`config.mk`:
```
export PLATFORM = sky130hd
export DESIGN_NAME = branch_resolve_unit
export DESIGN_NICKNAME = d
export VERILOG_FILES = /design/src/rtl/branch_pkg.sv /design/src/rtl/branch_perf_counter.sv /design/src/rtl/branch_resolve_unit.sv
export SDC_FILE = /design/constraint.sdc
export NUM_CORES = 1
export LEC_CHECK = 0
export ABC_AREA = 1
export BUFFER_PORTS_ARGS = -buffer_cell sky130_fd_sc_hd__buf_2
export CAP_MARGIN = 5
export CORE_MARGIN = 1
export CORE_UTILIZATION = 41
export CTS_CLUSTER_SIZE = 24
export DETAILED_ROUTE_END_ITERATION = 10
export PLACE_DENSITY_LB_ADDON = 0.25
export SYNTH_ARGS = -nofsm -noshare
export SYNTH_HDL_FRONTEND = slang
export SYNTH_HIERARCHICAL = 1
export SYNTH_SLANG_ARGS = --single-unit
```
`constraint.sdc`:
```
create_clock -name clk -period 1.4 [get_ports clk]
set_clock_uncertainty 0.2 [all_clocks]
set_input_delay 0.21 -clock clk [delete_from_list [all_inputs] [get_ports clk]]
set_output_delay 0.21 -clock clk [all_outputs]
set_load 0.005 [all_outputs]
```
`src/rtl/branch_pkg.sv`:
```
// rtl/branch_pkg.sv - shared constants and redirect state type for the branch resolve unit
package branch_pkg;
  localparam logic [31:0] PC_INCR = 32'd4;
  localparam int          CNT_W   = 32;

  typedef enum logic {
    IDLE     = 1'b0,
    REDIRECT = 1'b1
  } redirect_state_t;
endpackage

```
`src/rtl/branch_perf_counter.sv`:
```
// rtl/branch_perf_counter.sv - enabled, saturating event counter with async reset
module branch_perf_counter
  import branch_pkg::*;
#(
  parameter int W = CNT_W
) (
  input  logic         clk,
  input  logic         reset,
  input  logic         en,
  output logic [W-1:0] count
);

  always_ff @(posedge clk or posedge reset) begin
    if (reset) begin
      count <= '0;
    end else if (en && (count != {W{1'b1}})) begin
      count <= count + 1'b1;
    end
  end

endmodule

```
`src/rtl/branch_resolve_unit.sv`:
```
// rtl/branch_resolve_unit.sv - EX-stage branch/jump resolution, redirect and flush generation
// Performance counters are built only when BRANCH_PERF_EN is defined.
module branch_resolve_unit
  import branch_pkg::*;
(
  input  logic        clk,
  input  logic        reset,
  input  logic        BranchE,
  input  logic        JumpE,
  input  logic        BneE,
  input  logic        ZeroE,
  input  logic        PredTakenE,
  input  logic        StallE,
  input  logic [31:0] PCE,
  input  logic [31:0] PCTargetE,
  output logic        RedirectF,
  output logic [31:0] RedirectPCF,
  output logic        FlushD,
  output logic        FlushE,
  output logic [31:0] BranchCnt,
  output logic [31:0] MispredCnt
);

  redirect_state_t state, state_next;
  logic [31:0]     pc_next;
  logic [31:0]     correct_pc;
  logic            resolve;
  logic            taken;
  logic            mispredict;

  always_comb begin
    state_next = IDLE;
    pc_next    = RedirectPCF;
    correct_pc = PCE + PC_INCR;
    RedirectF  = (state == REDIRECT);

    // The EX instruction is wrong-path while a redirect is in flight.
    resolve    = (BranchE | JumpE) & ~StallE & ~RedirectF;
    taken      = JumpE | (BranchE & (ZeroE ^ BneE));
    if (taken) begin
      correct_pc = PCTargetE;
    end
    mispredict = resolve & (taken != PredTakenE);

    case (state)
      IDLE: begin
        if (mispredict) begin
          state_next = REDIRECT;
          pc_next    = correct_pc;
        end
      end
      REDIRECT: state_next = IDLE;
      default:  state_next = IDLE;
    endcase
  end

  always_ff @(posedge clk or posedge reset) begin
    if (reset) begin
      state       <= IDLE;
      RedirectPCF <= 32'h0;
    end else begin
      state       <= state_next;
      RedirectPCF <= pc_next;
    end
  end

  assign FlushD = RedirectF;
  assign FlushE = RedirectF;

`ifdef BRANCH_PERF_EN
  branch_perf_counter #(.W(CNT_W)) u_branch_cnt (
    .clk   (clk),
    .reset (reset),
    .en    (resolve),
    .count (BranchCnt)
  );

  branch_perf_counter #(.W(CNT_W)) u_mispred_cnt (
    .clk   (clk),
    .reset (reset),
    .en    (mispredict),
    .count (MispredCnt)
  );
`else
  assign BranchCnt  = 32'h0;
  assign MispredCnt = 32'h0;
`endif

endmodule

```
# After elaboration in Yosys (flattened, before gate mapping)
# Cells that the tools add are included.
dict set report totals {
  output_inout_bits 99
  regBits 33
  in_bits 72
}
dict set report op_classes {
  n_eq_ne 1
  mux 3
  add_sub_neg 1
  bitwise 9
  reduce_logical 1
}
# op count
set op_table {}
lappend op_table {{32-bit by 3-bit adder with 32-bit output (second input constant)} 1}
lappend op_table {{32-bit two-way mux} 1}
lappend op_table {{1-bit bitwise AND} 4}
lappend op_table {{1-bit inverter} 2}
lappend op_table {{1-bit OR} 2}
lappend op_table {{1-bit one-hot mux with 2 select lines} 1}
lappend op_table {{2-bit AND reduction} 1}
lappend op_table {{1-bit two-way mux} 1}
lappend op_table {{1-bit != test} 1}
lappend op_table {{1-bit bitwise XOR} 1}

# Longest topological paths before layout
# Gate-level depths: netlist of the first run.
dict set report depth {
  ltp_word 7
  depth_mapped 10
}

# Worst setup path after synthesis of the first run
# No wires, ideal clock.
dict set report synth_path {
  path_kind {register to register}
  startpoint {register state, in the netlist FlushD}
  endpoint {register RedirectPCF[25]}
  synth_period_minus_slack_ps 1449
  slack_ps -49
  t_arrival_ps 1184
  stages_incl_launch_ff 7
  n_path_buf 1
  setup_time_ps 65
  cell_sequence {dfrtp_1 nor3_1 nand3_4 buf_4 nor2_1 nand2_1 nand2_1}
}
dict set report synth_between {
  elab_chain_len 4
}
# element line
set synth_rtl {}
lappend synth_rtl {{from (decl)} branch_resolve_unit.sv:24} ;# redirect_state_t state, state_next;
lappend synth_rtl {{from (signal assigned)} branch_resolve_unit.sv:62} ;# state <= state_next;
lappend synth_rtl {{1-bit inverter (*)} -}
lappend synth_rtl {{1-bit bitwise AND} branch_resolve_unit.sv:38} ;# resolve = (BranchE | JumpE) & ~StallE & ~RedirectF;
lappend synth_rtl {{1-bit bitwise AND} branch_resolve_unit.sv:43} ;# mispredict = resolve & (taken != PredTakenE);
lappend synth_rtl {{2-bit AND reduction (no source line) (*)} -}
lappend synth_rtl {{to (signal assigned)} branch_resolve_unit.sv:63} ;# RedirectPCF <= pc_next;
lappend synth_rtl {{to (decl)} branch_resolve_unit.sv:17} ;# output logic [31:0] RedirectPCF,
# Mark *: on every way between the ends. The rest lies on a longest branch, timed or not.
# A chain may end at the register's enable or synchronous reset.

# Worst setup path after layout of the first run
dict set report layout_path {
  startpoint {register state, in the netlist FlushD}
  endpoint {output FlushD}
}
# element line
set layout_lines {}
lappend layout_lines {{to (decl)} branch_resolve_unit.sv:18} ;# output logic FlushD,
# No word-level cell between the ends.

==> out/summary.txt, run 1 <==
SETUP PATH
------------------------------------------------------------------------------
Cell family contributing the most delay on the critical path        flip-flops
Number of cell instances on the worst register-to-register path              6
CP Buf/Inv Count                                                             3
Cell with the largest stage delay on the worst path               sky130_fd_sc_hd__dfrtp_1
Cell breakdown of the critical path                               buf_4, buf_4, buf_2
Required time reported for the critical path endpoint                   990 ps
Critical path capture point type                                  primary output
End of the worst register-to-register path                        RedirectPCF[20]
Arrival time of the worst setup path                                   1060 ps
Most frequent CP cell                                             sky130_fd_sc_hd__buf_4
Worst setup path start                                                  FlushD
Total number of cells along the worst setup path                             3
Worst Path Max Fanout                                                        3
Crit Reg-Reg Startpoint                                                 FlushD
Largest stage delay on the critical path                                390 ps
Element type at the critical path start                               register
Capturing element of the worst setup path                               FlushD
Reg2reg setup slack                                                     -30 ps
Critical path type                                                     reg2out

DIE
------------------------------------------------------------------------------
Overall die height                                                     89.1 um
Total I/O pin count                                                        171
Number of placement rows                                                    31
Full die area                                                         7940 um2
Core area                                                             7290 um2
Initial cell density of the core                                         42.6%
Die W                                                                  89.1 um

SYNTHESIS
------------------------------------------------------------------------------
Post-synth cell types                                                       28
Yosys warnings                                                               6
Register bit total from synthesis                                           33
Top post-synthesis cells by area                                  sky130_fd_sc_hd__dfrtp_1 (27%), sky130_fd_sc_hd__nand2_1 (24%), sky130_fd_sc_hd__buf_4 (17%), sky130_fd_sc_hd__nor2_1 (9.1%), sky130_fd_sc_hd__nand3_1 (6.0%)
Syn_area_per_cell                                                     6.19 um2
Top cell type's share of synthesized area                                26.6%
Post-synth design cell area                                           3110 um2
Library cell with the largest summed area after synthesis         sky130_fd_sc_hd__dfrtp_1
Sequential area share after synthesis                                    26.6%
Gate count after technology mapping                                        502

TIMING
------------------------------------------------------------------------------
Final setup vio count                                                       21
Final hold violation count                                                   0
Ratio of final minimum period to clock period                             105%
Max Clock Freq                                                         683 MHz
Worst setup slack after layout                                        -65.1 ps
Max Slew Vio Count                                                           0
Final hold slack                                                       22.6 ps
Unrepaired setup endpoints after global routing                            yes
Final worst path period need                                           1470 ps

LAYOUT
------------------------------------------------------------------------------
Post-route cell area                                                  3910 um2
Multi-input gate area in the final layout                             1850 um2
Sequential Area                                                        826 um2
Commonest cells after routing, fill and taps aside                sky130_fd_sc_hd__nand2_1 (197), sky130_fd_sc_hd__buf_2 (106), sky130_fd_sc_hd__nor2_1 (69)
Area growth from synthesis to final layout                               25.7%
Post-layout nets                                                           709
Antenna Cells                                                                0
Share of post-route cells with drive strength above 1                    28.7%
Most common library cell in the layout ignoring fill and taps     sky130_fd_sc_hd__nand2_1
FILL cells                                                                 793

CLOCK TREE
------------------------------------------------------------------------------
H-Tree Depth                                                                 2
Num CTS Buffers                                                              5
Clock sink total                                                            33
Clock-pin slew on the worst setup and hold paths                         80 ps
Max clock buf depth                                                          2
Clock tree from TritonCTS                                                built
Clk_lat worst skew                                                      290 ps
Root Buffer Master                                                sky130_fd_sc_hd__clkbuf_8

RUN STATUS
------------------------------------------------------------------------------
Violated checks                                                   negative setup slack
Run status                                                        finished, violations left

GRT
------------------------------------------------------------------------------
Met2 Usage GRT                                                           35.5%
M1 GR Usage                                                              29.7%
Pin count of the biggest net entering global routing                        40
Met3 track utilization from global routing                               2.31%
Number of global-route vias before repair                                 2848
Sum of overflow across all layers after global routing                       0
Layer with the highest usage                                              met2
Antenna violations before repair                                             0
Wire length of the first global-routing pass                          13300 um
GRT Overall Usage                                                        21.6%

ROUTING
------------------------------------------------------------------------------
Number of remaining DRC errors                                               0
Vias per cell                                                             4.38
Pre-Repair DR Iteration Count                                                4
Routed wire length                                                     8320 um
Post-DR wirelength/cell                                                11.3 um
Detailed router's first-iteration violation count                          169
Via count                                                                 3222
Routed Antenna Nets                                                          0

POWER AND IR DROP
------------------------------------------------------------------------------
Post-layout total power                                                3.34 mW
Static Leakage                                                         2.26 nW
VDD IR-drop max                                                       0.303 mV
Power density over the cells                                        855 nW/um2

PLACE
------------------------------------------------------------------------------
GPL Wtd Cong                                                             0.879
Cell area after placement                                             3750 um2
Sum of net half-perimeters after detailed placement                    6730 um
Count of port buffers added during placement                               106
Pre-CTS setup slack                                                    -221 ps

WORST HOLD PATH
------------------------------------------------------------------------------
Hold Crit Class                                                         in2reg

FLOW RUN
------------------------------------------------------------------------------
Count of maximum capacitance violations                                      0

[layer usage]
layer | part of all wire, % | vias up | wire length (um)
li1 | - | 1671 | -
met1 | 46 | 1425 | 3820
met4 | 1.8 | 0 | 149
met5 | 0 | - | 0
met2 | 47 | 113 | 3920
met3 | 5.1 | 13 | 424
[final cells by class]
cell class              count  area share, %
multi-input cells         419           47.2
clock buffers               7           2.21
well taps                  99           3.17
repair buffers            142           21.9
inverters                  35           3.55
clock inverters             1          0.768
flip-flops and latches     33           21.1
[worst min-delay path, cell delays in order]
cell and delay (ps):
sky130_fd_sc_hd__buf_2 80, sky130_fd_sc_hd__nand2_1 50, sky130_fd_sc_hd__nand2_1 50, sky130_fd_sc_hd__nand2_1 40, sky130_fd_sc_hd__nand2_1 50
[sequential cells by signal, summed over array words and instances (netlist names)]
name / count
FlushD: 1
RedirectPCF: 32
[kinds of logic after synthesis]
kind of cell	count (synthesis)	share of synthesized area, %
simple gates	336	46.7
buf+inv	113	22.7
flops	33	26.6
compound gates	13	2.09
xor+xnor	5	1.41
fa+ha+maj	1	0.402
other cells	1	0.121
[timing repair]
item	4_1_cts	5_1_grt
gates resized for setup	7	3
hold buffers	1	0
setup buffers	0	1
pin swaps	0	1
endpoints found under the hold margin	33	0
endpoints found under the setup margin	22	32
[Yosys cell counts, drive strengths merged]
cell / number
xnor2: 3
or2: 2
inv: 35
dfrtp: 33
nor3: 2
nand2: 204
xor2: 2
nor2: 86
o21ai: 13
buf: 78
nand4: 1
nand3b: 2
conb: 1
nand3: 39
ha: 1
[where the power goes]
| part | total (mW) | internal [mW] | switching, mW |
|---|---|---|---|
| Combinational | 1.09 | 0.496 | 0.591 |
| Sequential | 1.29 | 1.18 | 0.116 |
| Clock | 0.962 | 0.581 | 0.381 |
[worst min path at each step]
stage                             start               to  cells past startpoint
after CTS                        PCE[0]   RedirectPCF[0]                      5
after global placement            reset  RedirectPCF[31]                      3
after global routing       PCTargetE[3]   RedirectPCF[3]                      5
after detailed placement          reset  RedirectPCF[14]                      3
after floorplan                   reset           FlushD                      1
final                     PCTargetE[10]  RedirectPCF[10]                      5
[through the flow]
step	TNS, ps	instances	util (%)
finish	-568	736	53.6
global route	-2600	736	53.6
CTS	-153	735	53.4
detailed placement	-4110	726	51.4
global placement	-2740	726	51.4
floorplan	0	565	-
No activity file was read; power rests on OpenSTA's default activity.
==> inputs of run 2 (changes only) <==
--- a/config.mk
+++ b/config.mk
@@ -8,11 +8,11 @@
 export ABC_AREA = 1
 export BUFFER_PORTS_ARGS = -buffer_cell sky130_fd_sc_hd__buf_2
 export CAP_MARGIN = 5
-export CORE_MARGIN = 1
+export CORE_MARGIN = 2
 export CORE_UTILIZATION = 41
 export CTS_CLUSTER_SIZE = 24
 export DETAILED_ROUTE_END_ITERATION = 10
-export PLACE_DENSITY_LB_ADDON = 0.25
+export PLACE_DENSITY = 0.86
 export SYNTH_ARGS = -nofsm -noshare
 export SYNTH_HDL_FRONTEND = slang
 export SYNTH_HIERARCHICAL = 1
==> run 2 against run 1 <==
Against the previous run: critical endpoint is now RedirectPCF[28]; clock power fell by 23%; via count rose by 1.9%; setup slack barely moved; flip-flop and latch count did not move; highest routed layer unchanged; non-clock buffer count rose by 7; total power fell by 5.9%; the run still ends with negative setup slack left; final cell count rose by 0.82%; combinational power barely moved; largest cell class unchanged.
==> out/summary.txt, run 2 (synthesis results as in run 1) <==
WORST HOLD PATH
------------------------------------------------------------------------------
Hold Path Stages                                                             5
Worst-case hold path end point                                    RedirectPCF[9]
Hold Crit Class                                                         in2reg
Hold Startpoint                                                   PCTargetE[9]

RUN STATUS
------------------------------------------------------------------------------
Run status                                                        finished, violations left
Violated checks                                                   negative setup slack

GRT
------------------------------------------------------------------------------
GRT Overall Usage                                                        20.4%
Sum of overflow across all layers after global routing                       0
M1 GR Usage                                                              25.2%
Met3 track utilization from global routing                               2.74%
Wire length of the first global-routing pass                          14000 um
Layer with the highest usage                                              met2
Pin count of the biggest net entering global routing                        34
Antenna violations before repair                                             0
Met2 Usage GRT                                                           36.1%
Number of global-route vias before repair                                 3206

CLOCK TREE
------------------------------------------------------------------------------
Clock sink total                                                            33
Root Buffer Master                                                sky130_fd_sc_hd__clkbuf_8
H-Tree Depth                                                                 2
Num CTS Buffers                                                              5
Max clock buf depth                                                          2
Clock-pin slew on the worst setup and hold paths                         70 ps
Clock tree from TritonCTS                                                built
Clk_lat worst skew                                                      270 ps

DIE
------------------------------------------------------------------------------
Core area                                                             7290 um2
Overall die height                                                     91.1 um
Full die area                                                         8300 um2
Initial cell density of the core                                         42.6%
Number of placement rows                                                    31
Total I/O pin count                                                        171
Die W                                                                  91.1 um

PLACE
------------------------------------------------------------------------------
Sum of net half-perimeters after detailed placement                    6880 um
Count of port buffers added during placement                               106
Placed Instances                                                           732
GPL Wtd Cong                                                             0.871

LAYOUT
------------------------------------------------------------------------------
Multi-input gate area in the final layout                             1870 um2
Share of post-route cells with drive strength above 1                    30.3%
Area growth from synthesis to final layout                               26.7%
Core Util, Final                                                         54.0%
Number of flip-flops under the largest register name                        32
Commonest cells after routing, fill and taps aside                sky130_fd_sc_hd__nand2_1 (197), sky130_fd_sc_hd__buf_2 (106), sky130_fd_sc_hd__conb_1 (64)
FILL cells                                                                 749
Sequential Area                                                        826 um2
Antenna Cells                                                                0
Top reg by flops                                                   RedirectPCF
Post-layout nets                                                           716
Most common library cell in the layout ignoring fill and taps     sky130_fd_sc_hd__nand2_1
Final non-filler cell total                                                742

ROUTING
------------------------------------------------------------------------------
Vias per cell                                                             4.42
Pre-Repair DR Iteration Count                                                4
Routed wire length                                                     8350 um
Via count                                                                 3283
Number of remaining DRC errors                                               0
Routed Antenna Nets                                                          0
Post-DR wirelength/cell                                                11.3 um
Detailed router's first-iteration violation count                          148

TIMING
------------------------------------------------------------------------------
Final worst path period need                                           1470 ps
Final setup vio count                                                       30
Unrepaired setup endpoints after global routing                            yes
Final hold violation count                                                   0
Max Slew Vio Count                                                           0
Max Clock Freq                                                         683 MHz
Final hold slack                                                       38.5 ps
Worst setup slack after layout                                        -65.1 ps
Ratio of final minimum period to clock period                             105%

POWER AND IR DROP
------------------------------------------------------------------------------
Static Leakage                                                         2.27 nW
Power density over the cells                                        798 nW/um2
VDD IR-drop max                                                       0.291 mV

FLOW RUN
------------------------------------------------------------------------------
Count of maximum capacitance violations                                      0

SETUP PATH
------------------------------------------------------------------------------
Arrival time of the worst setup path                                   1490 ps
Crit Reg-Reg Startpoint                                                 FlushD
Critical path capture point type                                      register
Number of cell instances on the worst register-to-register path              6
Worst Path Max Fanout                                                       26
Element type at the critical path start                               register
Critical path type                                                     reg2reg
Required time reported for the critical path endpoint                  1420 ps
End of the worst register-to-register path                        RedirectPCF[28]
Reg2reg setup slack                                                     -70 ps

==> run 2: worst max-delay path: stages, from the launching register on <==
cell                      delay (ps)
sky130_fd_sc_hd__dfrtp_1         400
sky130_fd_sc_hd__nor3_2          230
sky130_fd_sc_hd__nand3_4         150
sky130_fd_sc_hd__buf_12          190
sky130_fd_sc_hd__nor2_2          120
sky130_fd_sc_hd__nand2_1          70
sky130_fd_sc_hd__nand2_1          50
==> run 2: worst max path at each step <==
stage,start,endpoint,slack [ps]
after floorplan,PCE[2],RedirectPCF[28],30
after global placement,PCE[2],RedirectPCF[27],-170
after detailed placement,PCE[2],RedirectPCF[30],-240
after CTS,FlushD,RedirectPCF[11],-90
after global routing,FlushD,RedirectPCF[22],-130
final,FlushD,RedirectPCF[28],-70
==> run 2: what timing repair did <==
| item | CTS | global route |
|---|---|---|
| setup buffers | 1 | 1 |
| resized for setup | 12 | 5 |
| endpoints found under the hold margin | 33 | 0 |
| cloned | 0 | 0 |
| hold buffers | 1 | 0 |
| setup endpoints to repair | 32 | 33 |
| pin swaps | 2 | 2 |
==> run 2: area by class of cell <==
cell class	instances	area share, %
multi-input cells	419	47.4
repair buffers	149	22.9
flip-flops and latches	33	21.0
inverters	35	3.46
well taps	99	3.14
clock buffers	7	2.19
==> run 2: through the flow <==
step	setup TNS [ps]	total power [mW]	setup WS (ps)	area (um2)
4_1_cts	-1860	3.17	-90.4	3920
3_5_place_dp	-4210	2.40	-245	3780
3_3_place_gp	-3040	2.37	-167	3780
6_report	-679	3.14	-65.1	3940
2_1_floorplan	0	1.98	28.9	3360
5_1_grt	-3470	3.38	-127	3940
==> run 2: power breakdown <==
part | internal [mW] | total [mW] | leakage, nW | switching (mW)
sequential | 1.18 | 1.30 | 0.410 | 0.119
combinational | 0.509 | 1.11 | 1.82 | 0.602
clock | 0.390 | 0.737 | 0.0443 | 0.347
total | 2.08 | 3.14 | 2.27 | 1.07
==> run 2: per-layer routing <==
layer / share of wire (%) / vias to the layer above
met1: 43 / 1474
met4: 2.7 / 0
met2: 49 / 112
met5: 0 / -
li1: - / 1679
met3: 4.5 / 18
